===== src/rtl/ifu_fetch.sv =====
// Instruction fetch stage: owns the PC, keeps one imem request in flight, and buffers
// responses in a 2-entry FIFO whose head drives the decode interface.
module ifu_fetch #(
  parameter logic [63:0] RESET_PC  = 64'h0000_0000_8000_0000,
  parameter int          BUF_DEPTH = 2
) (
  input  logic        clk,
  input  logic        rst,
  input  logic        redirect_valid,
  input  logic [63:0] redirect_pc,
  output logic        imem_req_valid,
  output logic [63:0] imem_req_addr,
  input  logic        imem_req_ready,
  input  logic        imem_resp_valid,
  input  logic [31:0] imem_resp_instr,
  input  logic        imem_resp_err,
  output logic        fetch_o_valid,
  output logic [63:0] fetch_o_pc,
  output logic [31:0] fetch_o_instr,
  output logic        fetch_o_err,
  input  logic        decode_ready
);

  localparam logic [1:0] DEPTH = 2'(BUF_DEPTH);

  typedef enum logic [1:0] {S_REQ, S_WAIT, S_DROP, S_HALT} state_e;

  typedef struct packed {
    logic [63:0] pc;
    logic [31:0] instr;
    logic        err;
  } entry_t;

  state_e      state_q, state_d;
  logic [63:0] pc_q, pc_d;
  logic [63:0] req_pc_q, req_pc_d;
  logic [1:0]  count_q, count_d;
  entry_t      ent0_q, ent0_d;
  entry_t      ent1_q, ent1_d;

  logic   accept;
  logic   pop;
  logic   push;
  entry_t new_entry;

  assign imem_req_valid = !rst && (state_q == S_REQ) && (count_q < DEPTH);
  assign imem_req_addr  = pc_q;
  assign fetch_o_valid  = (count_q != 2'd0);
  assign fetch_o_pc     = ent0_q.pc;
  assign fetch_o_instr  = ent0_q.instr;
  assign fetch_o_err    = ent0_q.err;

  assign accept    = imem_req_valid && imem_req_ready;
  assign pop       = fetch_o_valid && decode_ready;
  // A redirect kills a response arriving in the same cycle, so it never reaches the FIFO.
  assign push      = (state_q == S_WAIT) && imem_resp_valid && !redirect_valid;
  assign new_entry = '{pc: req_pc_q, instr: imem_resp_instr, err: imem_resp_err};

  // NOTE: every signal driven here gets a default first, so no path leaves it unassigned (no latch).
  always_comb begin
    state_d  = state_q;
    pc_d     = pc_q;
    req_pc_d = req_pc_q;
    count_d  = count_q;
    ent0_d   = ent0_q;
    ent1_d   = ent1_q;

    unique case (state_q)
      S_REQ:  if (accept) begin
                state_d  = S_WAIT;
                pc_d     = pc_q + 64'd4;
                req_pc_d = pc_q;
              end
      S_WAIT: if (imem_resp_valid) state_d = imem_resp_err ? S_HALT : S_REQ;
      S_DROP: if (imem_resp_valid) state_d = S_REQ;
      S_HALT: ;
    endcase

    // Shift FIFO: ent0 is always the head, so the outputs come straight from a register.
    if (push && !pop) begin
      if (count_q == 2'd0) ent0_d = new_entry;
      else                 ent1_d = new_entry;
      count_d = count_q + 2'd1;
    end else if (!push && pop) begin
      ent0_d  = ent1_q;
      count_d = count_q - 2'd1;
    end else if (push && pop) begin
      if (count_q == 2'd1) begin
        ent0_d = new_entry;
      end else begin
        ent0_d = ent1_q;
        ent1_d = new_entry;
      end
    end

    // Redirect overrides everything; an outstanding request must still drain through DROP.
    if (redirect_valid) begin
      count_d = 2'd0;
      pc_d    = redirect_pc & ~64'h3;
      unique case (state_q)
        S_REQ:  state_d = accept ? S_DROP : S_REQ;
        S_WAIT: state_d = imem_resp_valid ? S_REQ : S_DROP;
        S_DROP: state_d = imem_resp_valid ? S_REQ : S_DROP;
        S_HALT: state_d = S_REQ;
      endcase
    end
  end

  // NOTE: state is updated with non-blocking assignments so every register samples pre-edge values.
  always_ff @(posedge clk) begin
    if (rst) begin
      state_q  <= S_REQ;
      pc_q     <= RESET_PC;
      req_pc_q <= '0;
      count_q  <= 2'd0;
      // NOTE: FIFO data registers are reset because the head drives fetch_o, which must read 0 after reset.
      ent0_q   <= '0;
      ent1_q   <= '0;
    end else begin
      state_q  <= state_d;
      pc_q     <= pc_d;
      req_pc_q <= req_pc_d;
      count_q  <= count_d;
      ent0_q   <= ent0_d;
      ent1_q   <= ent1_d;
    end
  end

`ifndef SYNTHESIS
  // Request gating guarantees there is always room for the single outstanding response.
  a_no_push_when_full: assert property (@(posedge clk) disable iff (rst) !(push && count_q == DEPTH));
`endif

endmodule


===== config.mk =====
export PLATFORM = sky130hd
export DESIGN_NAME = ifu_fetch
export DESIGN_NICKNAME = d
export VERILOG_FILES = /design/src/rtl/ifu_fetch.sv
export SDC_FILE = /design/constraint.sdc
export NUM_CORES = 1
export LEC_CHECK = 0
export BUFFER_PORTS_ARGS = -buffer_cell sky130_fd_sc_hd__clkbuf_2
export CORE_MARGIN = 2
export CORE_UTILIZATION = 49
export CTS_BUF_LIST = sky130_fd_sc_hd__clkbuf_16
export CTS_CLUSTER_DIAMETER = 150
export CTS_CLUSTER_SIZE = 30
export DETAILED_ROUTE_END_ITERATION = 6
export GPL_TIMING_DRIVEN = 0
export PLACE_DENSITY = 0.79
export SLEW_MARGIN = 20
export SYNTH_ARGS = -nofsm -noshare
export SYNTH_HDL_FRONTEND = slang
export SYNTH_SLANG_ARGS = --single-unit

===== constraint.sdc =====
create_clock -name clk -period 4.3 [get_ports clk]
set_input_delay 0.86 -clock clk [delete_from_list [all_inputs] [get_ports clk]]
set_output_delay 0.86 -clock clk [all_outputs]
set_load 0.01 [all_outputs]

==> results of run 1 <==
[kinds of logic (layout without fill, tap and decap cells)]
| family | after synthesis | after routing |
|---|---|---|
| other | 1 | 6 |
| xor gates and xnor gates | 33 | 33 |
| buffers and inverters | 160 | 435 |
| adders and majority gates | 8 | 8 |
| muxes | 99 | 99 |
| AOI/OAI and AO/OA | 347 | 347 |
| and+or+nand+nor | 664 | 664 |
| DFF | 318 | 318 |
[worst max-delay path, stage by stage]
cell and delay, ps:
clkbuf_2 130, inv_1 160, nand3_1 190, inv_1 100, ha_1 250, a21oi_1 510, clkbuf_1 770, buf_1 670
mux2i_1 190, a211oi_1 250
[final cells by class]
| type | instances | area [sq um] | share of cell area (%) |
|---|---|---|---|
| clock inverter | 1 | 16.3 | 0.104 |
| clock buffer | 15 | 375 | 2.40 |
| timing repair buffer | 259 | 1300 | 8.27 |
| sequential | 318 | 6370 | 40.6 |
| buffer | 131 | 512 | 3.27 |
| multi-input combinational | 1155 | 6560 | 41.9 |
| tap | 341 | 427 | 2.72 |
| inverter | 29 | 109 | 0.695 |
| antenna | 2 | 5.00 | 0.0319 |
[power by group]
group | switching [mW] | internal (mW) | total [mW]
logic | 0.343 | 0.201 | 0.544
registers | 0.110 | 3.03 | 3.14
clock network | 0.936 | 0.640 | 1.58
total | 1.39 | 3.88 | 5.26
[synthesized netlist by cell type, drive strengths merged (18+ instances only)]
cell type / count / share of area [%]
a21oi: 167 / 6.2
dfxtp: 318 / 47
nand4: 23 / 1.1
buf: 28 / 0.92
nor2: 151 / 4.2
a2111oi: 21 / 1.4
inv: 29 / 0.80
nand3: 27 / 1.0
mux2i: 99 / 7.3
nor4: 18 / 0.83
xnor2: 19 / 1.2
nand2: 358 / 9.9
a211oi: 125 / 6.9
clkbuf: 103 / 2.9
[worst paths after layout]
check	start	cells past startpoint	to
max	redirect_valid	10	fetch_o_pc[57]
min reg2reg	req_pc_q[53]	2	ent1_q[86]
max reg2reg	state_q[1]	10	fetch_o_pc[57]
min	req_pc_q[53]	2	ent1_q[86]
[layer usage]
metal | track usage [%] | vias up | part of all wire, %
li1 | - | 6228 | -
met1 | 35.2 | 6020 | 42
met2 | 46.4 | 523 | 46
met3 | 5.42 | 100 | 7.8
met4 | 10.1 | 2 | 3.6
met5 | 0 | - | 0.031
[registers in the layout (all words and copies together) (netlist names)]
name           cells
fetch_o_instr     32
req_pc_q          62
count_q            2
imem_req_addr     62
fetch_o_pc        62
fetch_o_err        1
state_q            2
ent1_q            95
==> results.ini, run 1 <==
[status]
status=completed

[cells_and_area]
nets=2019
final_common_cell=nand2_1
layoutNonFillerInstCount=2251
drive_gt1_share_pct=15.5
syn_to_final_growth_pct=15.8
final_cell_area_sq_um=15700
final_core_util_pct=58.0
final_cell_mix=nand2_1 (358), dfxtp_1 (318), clkbuf_2 (259), a21oi_1 (167), nor2_1 (151)
fill_cells=2529

[setup_path]
reg2reg_setup_slack_ps=670
arrival_ps=4080
start_kind=input port
required_ps=4710
crit_type=input port to flip-flop
crit_path_max_fanout=10
cp-end-kind=flip-flop

[floorplan]
io_pins=266
rows=60
dieArea_sq_um=29000
die_y_um=170
die_w_um=170
core_area_sq_um=27000
start_util_pct=50.1

[sta]
skew_ps=28.5
fin_crit_ps=3670
setup_tns_ps=0
slew_headroom_pct=24.3
hold_ws_ps=450
finalHoldViolCount=0
tightest_slew_ps=1140
rsz0062_at_grt=false
finalSetupViolCount=0
fin_crit_sh_pct=85.4
fmax_mhz=272
setup_ws_ps=629
slew_violations=0

[power_and_ir_drop]
leakagePower_nw=6.17
ir_worst_vdd_mv=0.210
power.total_mw=5.26
powerDensity_nw_per_um2=336

[synth]
ys_seq_area_share_pct=47.0
synth_compound_area_share_pct=16.4
synth.cell_area_sq_um=13500
synthFlopType=dfxtp_1
syn_avg_cell_area_sq_um=8.30
synth_top_family_by_area=simple AND/OR/NAND/NOR gates
yosys.area_share.simple_pct=21.7
synth_edf_count=0
synthAdderAreaFrac_pct=0.740
netlist_instances=1630
ys_ff_latch=318
synthXorXnorAreaFrac_pct=2.14
yosys-mux-area-fraction_pct=7.32
synthArstFlopShare_pct=0
ys_types=49
ys_warn_count=0

[route]
drcViolationCount=0
routed_wl_um=41600
wl_per_cell_um=18.5
ant_nets=0
num_vias=12900
routed_via_density=5.72
dr.pass1.iters=5
drt-initial-drc-count=990

[placement]
dp_slack_ps=93.2
hpwlAfterDp_um=30900
io_buffers=259
postPlaceCellArea_sq_um=15300
place_inst=2233
gp_congestion=0.907

[cts]
cts_tree=built
numClockSinks=318
cts_buffer_depth=3
cts_made_buffers=14
clk_pin_slew_worst_paths_ps=130
cts_hold_buf=0
clk_latency_ps=510
postCtsSetupRepairBufs=0
root_buffer=clkbuf_16
ctsHtreeMaxLevel=1
cts_resized=0

[min_path]
min_path_type=flip-flop to flip-flop

[global_routing]
grt_usage_pct=27.6
grt_antenna_before_repair=4
grt_pass1_vias=12000
grt_pass1_wl_um=63400
overflow=0
grt_max_degree=31

[flow_run]
cap_violations=0

No activity file was read; power rests on OpenSTA's default activity.
==> inputs of run 2 (changes only) <==
Settings changed: CORE_ASPECT_RATIO set to 2, GPL_TIMING_DRIVEN 0 to 1.
==> results.ini, run 2 (same netlist as run 1, synthesis figures left out) <==
[status]
status=completed

[cells_and_area]
syn_to_final_growth_pct=13.6
drive_gt1_share_pct=17.1  ; +1.6 points
multi_input_area_sq_um=6610  ; +0.65%
largest_register=ent1_q
final_cell_area_sq_um=15400  ; -1.9%
final_cell_mix=nand2_1 (357), dfxtp_1 (318), clkbuf_2 (258), a21oi_1 (166), nor2_1 (151)
nets=1902  ; -5.8%
layoutNonFillerInstCount=2145  ; -4.7%
largest_register_ffs=95  ; unchanged
fill_cells=2533  ; +0.16%
seq_area_sq_um=6370  ; unchanged
final_common_cell=nand2_1

[cts]
cts_resized=0  ; unchanged
cts_buffer_depth=3  ; unchanged
cts_made_buffers=14  ; unchanged
cts_hold_buf=0  ; unchanged
root_buffer=clkbuf_16
numClockSinks=318  ; unchanged
postCtsSetupRepairBufs=0  ; unchanged
ctsHtreeMaxLevel=1  ; unchanged
clk_pin_slew_worst_paths_ps=120  ; about the same
cts_tree=built
clk_latency_ps=520  ; about the same

[setup_path]
reg2reg_setup_slack_ps=1120  ; +450 ps
start_kind=flip-flop
arrival_ps=3610  ; -470 ps
cp-end-kind=flip-flop
cp_slowest_cell=and2_4
cpPeakStageDelay_ps=650  ; -120 ps
r2r_end=ent1_q[84]
required_ps=4730  ; +20 ps
crit_type=flip-flop to flip-flop
cp_cell_sequence=inv_1, ha_1, nand3_1, inv_1, ha_1, mux2i_1, and2_4, buf_12, nand2_1, a21oi_1
crit_cells=10  ; unchanged
regToRegStartpoint=state_q[1]
crit_path_max_fanout=49  ; +39
cp_num_buf_inv=3  ; -2
crit_family=simple AND/OR/NAND/NOR gates
r2r_cells=10  ; unchanged

[power_and_ir_drop]
ir_worst_vdd_mv=0.288  ; +37%
powerDensity_nw_per_um2=337  ; +0.32%
leakagePower_nw=6.09  ; -1.3%

[route]
drt-initial-drc-count=958  ; -3.2%
wl_per_cell_um=16.5  ; -11%
num_vias=12000  ; -7.0%
dr.pass1.iters=5  ; unchanged
met1_length_um=15800  ; -10%
wl_met2_um=16100  ; -16%
wl_met3_um=2650  ; -19%
ant_nets=0  ; unchanged
routed_wl_um=35400  ; -15%
routed_via_density=5.58  ; -2.4%
drcViolationCount=0  ; unchanged
routed.top_layer=met4

[global_routing]
grt_pass1_vias=10600  ; -12%
grt_pass1_wl_um=55600  ; -12%
grt_usage_pct=23.4  ; -4.2 points
grt_max_degree=191  ; +520%
overflow=0  ; unchanged
grt_antenna_before_repair=2  ; -2

[sta]
slew_violations=0  ; unchanged
finalHoldViolCount=0  ; unchanged
hold_ws_ps=459  ; +9.31 ps
rsz0062_at_grt=false
fmax_mhz=314  ; +15%
fin_crit_sh_pct=74.0  ; -11 points
skew_ps=23.9  ; -4.59 ps
fin_crit_ps=3180  ; -488 ps
setup_ws_ps=1120  ; +488 ps
slew_headroom_pct=35.2  ; +11 points
setup_tns_ps=0  ; unchanged
finalSetupViolCount=0  ; unchanged
tightest_slew_ps=972  ; -164 ps

[placement]
hpwlAfterDp_um=23000  ; -25%
postPlaceCellArea_sq_um=15000  ; -2.0%
place_inst=2127  ; -4.7%
gp_congestion=0.879  ; -3.1%
dp_slack_ps=910  ; +817 ps
io_buffers=259  ; unchanged

[floorplan]
die_y_um=239  ; +40%
io_pins=266  ; unchanged
dieArea_sq_um=29000  ; +0.28%
die_w_um=122  ; -29%
core_area_sq_um=27300  ; +1.1%
start_util_pct=49.5  ; -0.56 points
rows=86  ; +43%

[min_path]
min_path_type=flip-flop to flip-flop
hp-start=ent1_q[75]
whs_path_depth=2  ; unchanged
hold_path_end=ent1_q[75]

[flow_run]
cap_violations=0  ; unchanged

[run 2: cell types whose count changed in the layout (fill, tap and decap cells not counted), moves of 4 or more]
cell | previous run | this run
clkbuf_1 | 103 | 0
buf_1 | 20 | 0
buf_4 | 4 | 10
buf_12 | 0 | 4
buf_2 | 4 | 0
[run 2: worst max path at each step]
stage                              start              to  slack (ps)
after floorplan           redirect_valid  fetch_o_pc[28]        1420
after global placement    redirect_valid      ent1_q[88]        1000
after detailed placement  redirect_valid      ent1_q[91]         910
after CTS                     state_q[1]       ent1_q[4]        1370
after global routing          state_q[1]       ent1_q[3]         880
final                         state_q[1]      ent1_q[84]        1120
[run 2: area by class of cell]
type / count / share of cell area [%]
Sequential cell: 318 / 41.4
Multi-Input combinational cell: 1155 / 43.0
Clock buffer: 15 / 2.44
Timing Repair Buffer: 273 / 9.50
Antenna cell: 2 / 0.0325
Tap cell: 352 / 2.86
Clock inverter: 1 / 0.106
Inverter: 29 / 0.708
[run 2: where the power goes]
group          total [mW]  leakage, nW  switching, mW  internal [mW]
Clock                1.55        0.192          0.908          0.640
Sequential           3.15         2.58          0.117           3.03
Combinational       0.485         3.31          0.295          0.190
Total                5.18         6.09           1.32           3.86
[run 2: stage by stage]
| step | total power, mW | utilization (%) |
|---|---|---|
| floorplan | 3.48 | - |
| global placement | 3.69 | 54.8 |
| detailed placement | 3.70 | 54.8 |
| CTS | 5.23 | 56.2 |
| global route | 5.40 | 56.3 |
| finish | 5.18 | 56.3 |
[run 2: worst min-delay path, cell delays in order, from the launching register on]
cell	delay (ps)
dfxtp_1	320
nand2_1	50
a21oi_1	50
[run 2: layer usage]
metal  vias up  GRT usage (%)
li1       5990              -
met1      5516           33.6
met2       421           36.2
met3        40           3.27
met4         0           7.52
met5         -              0
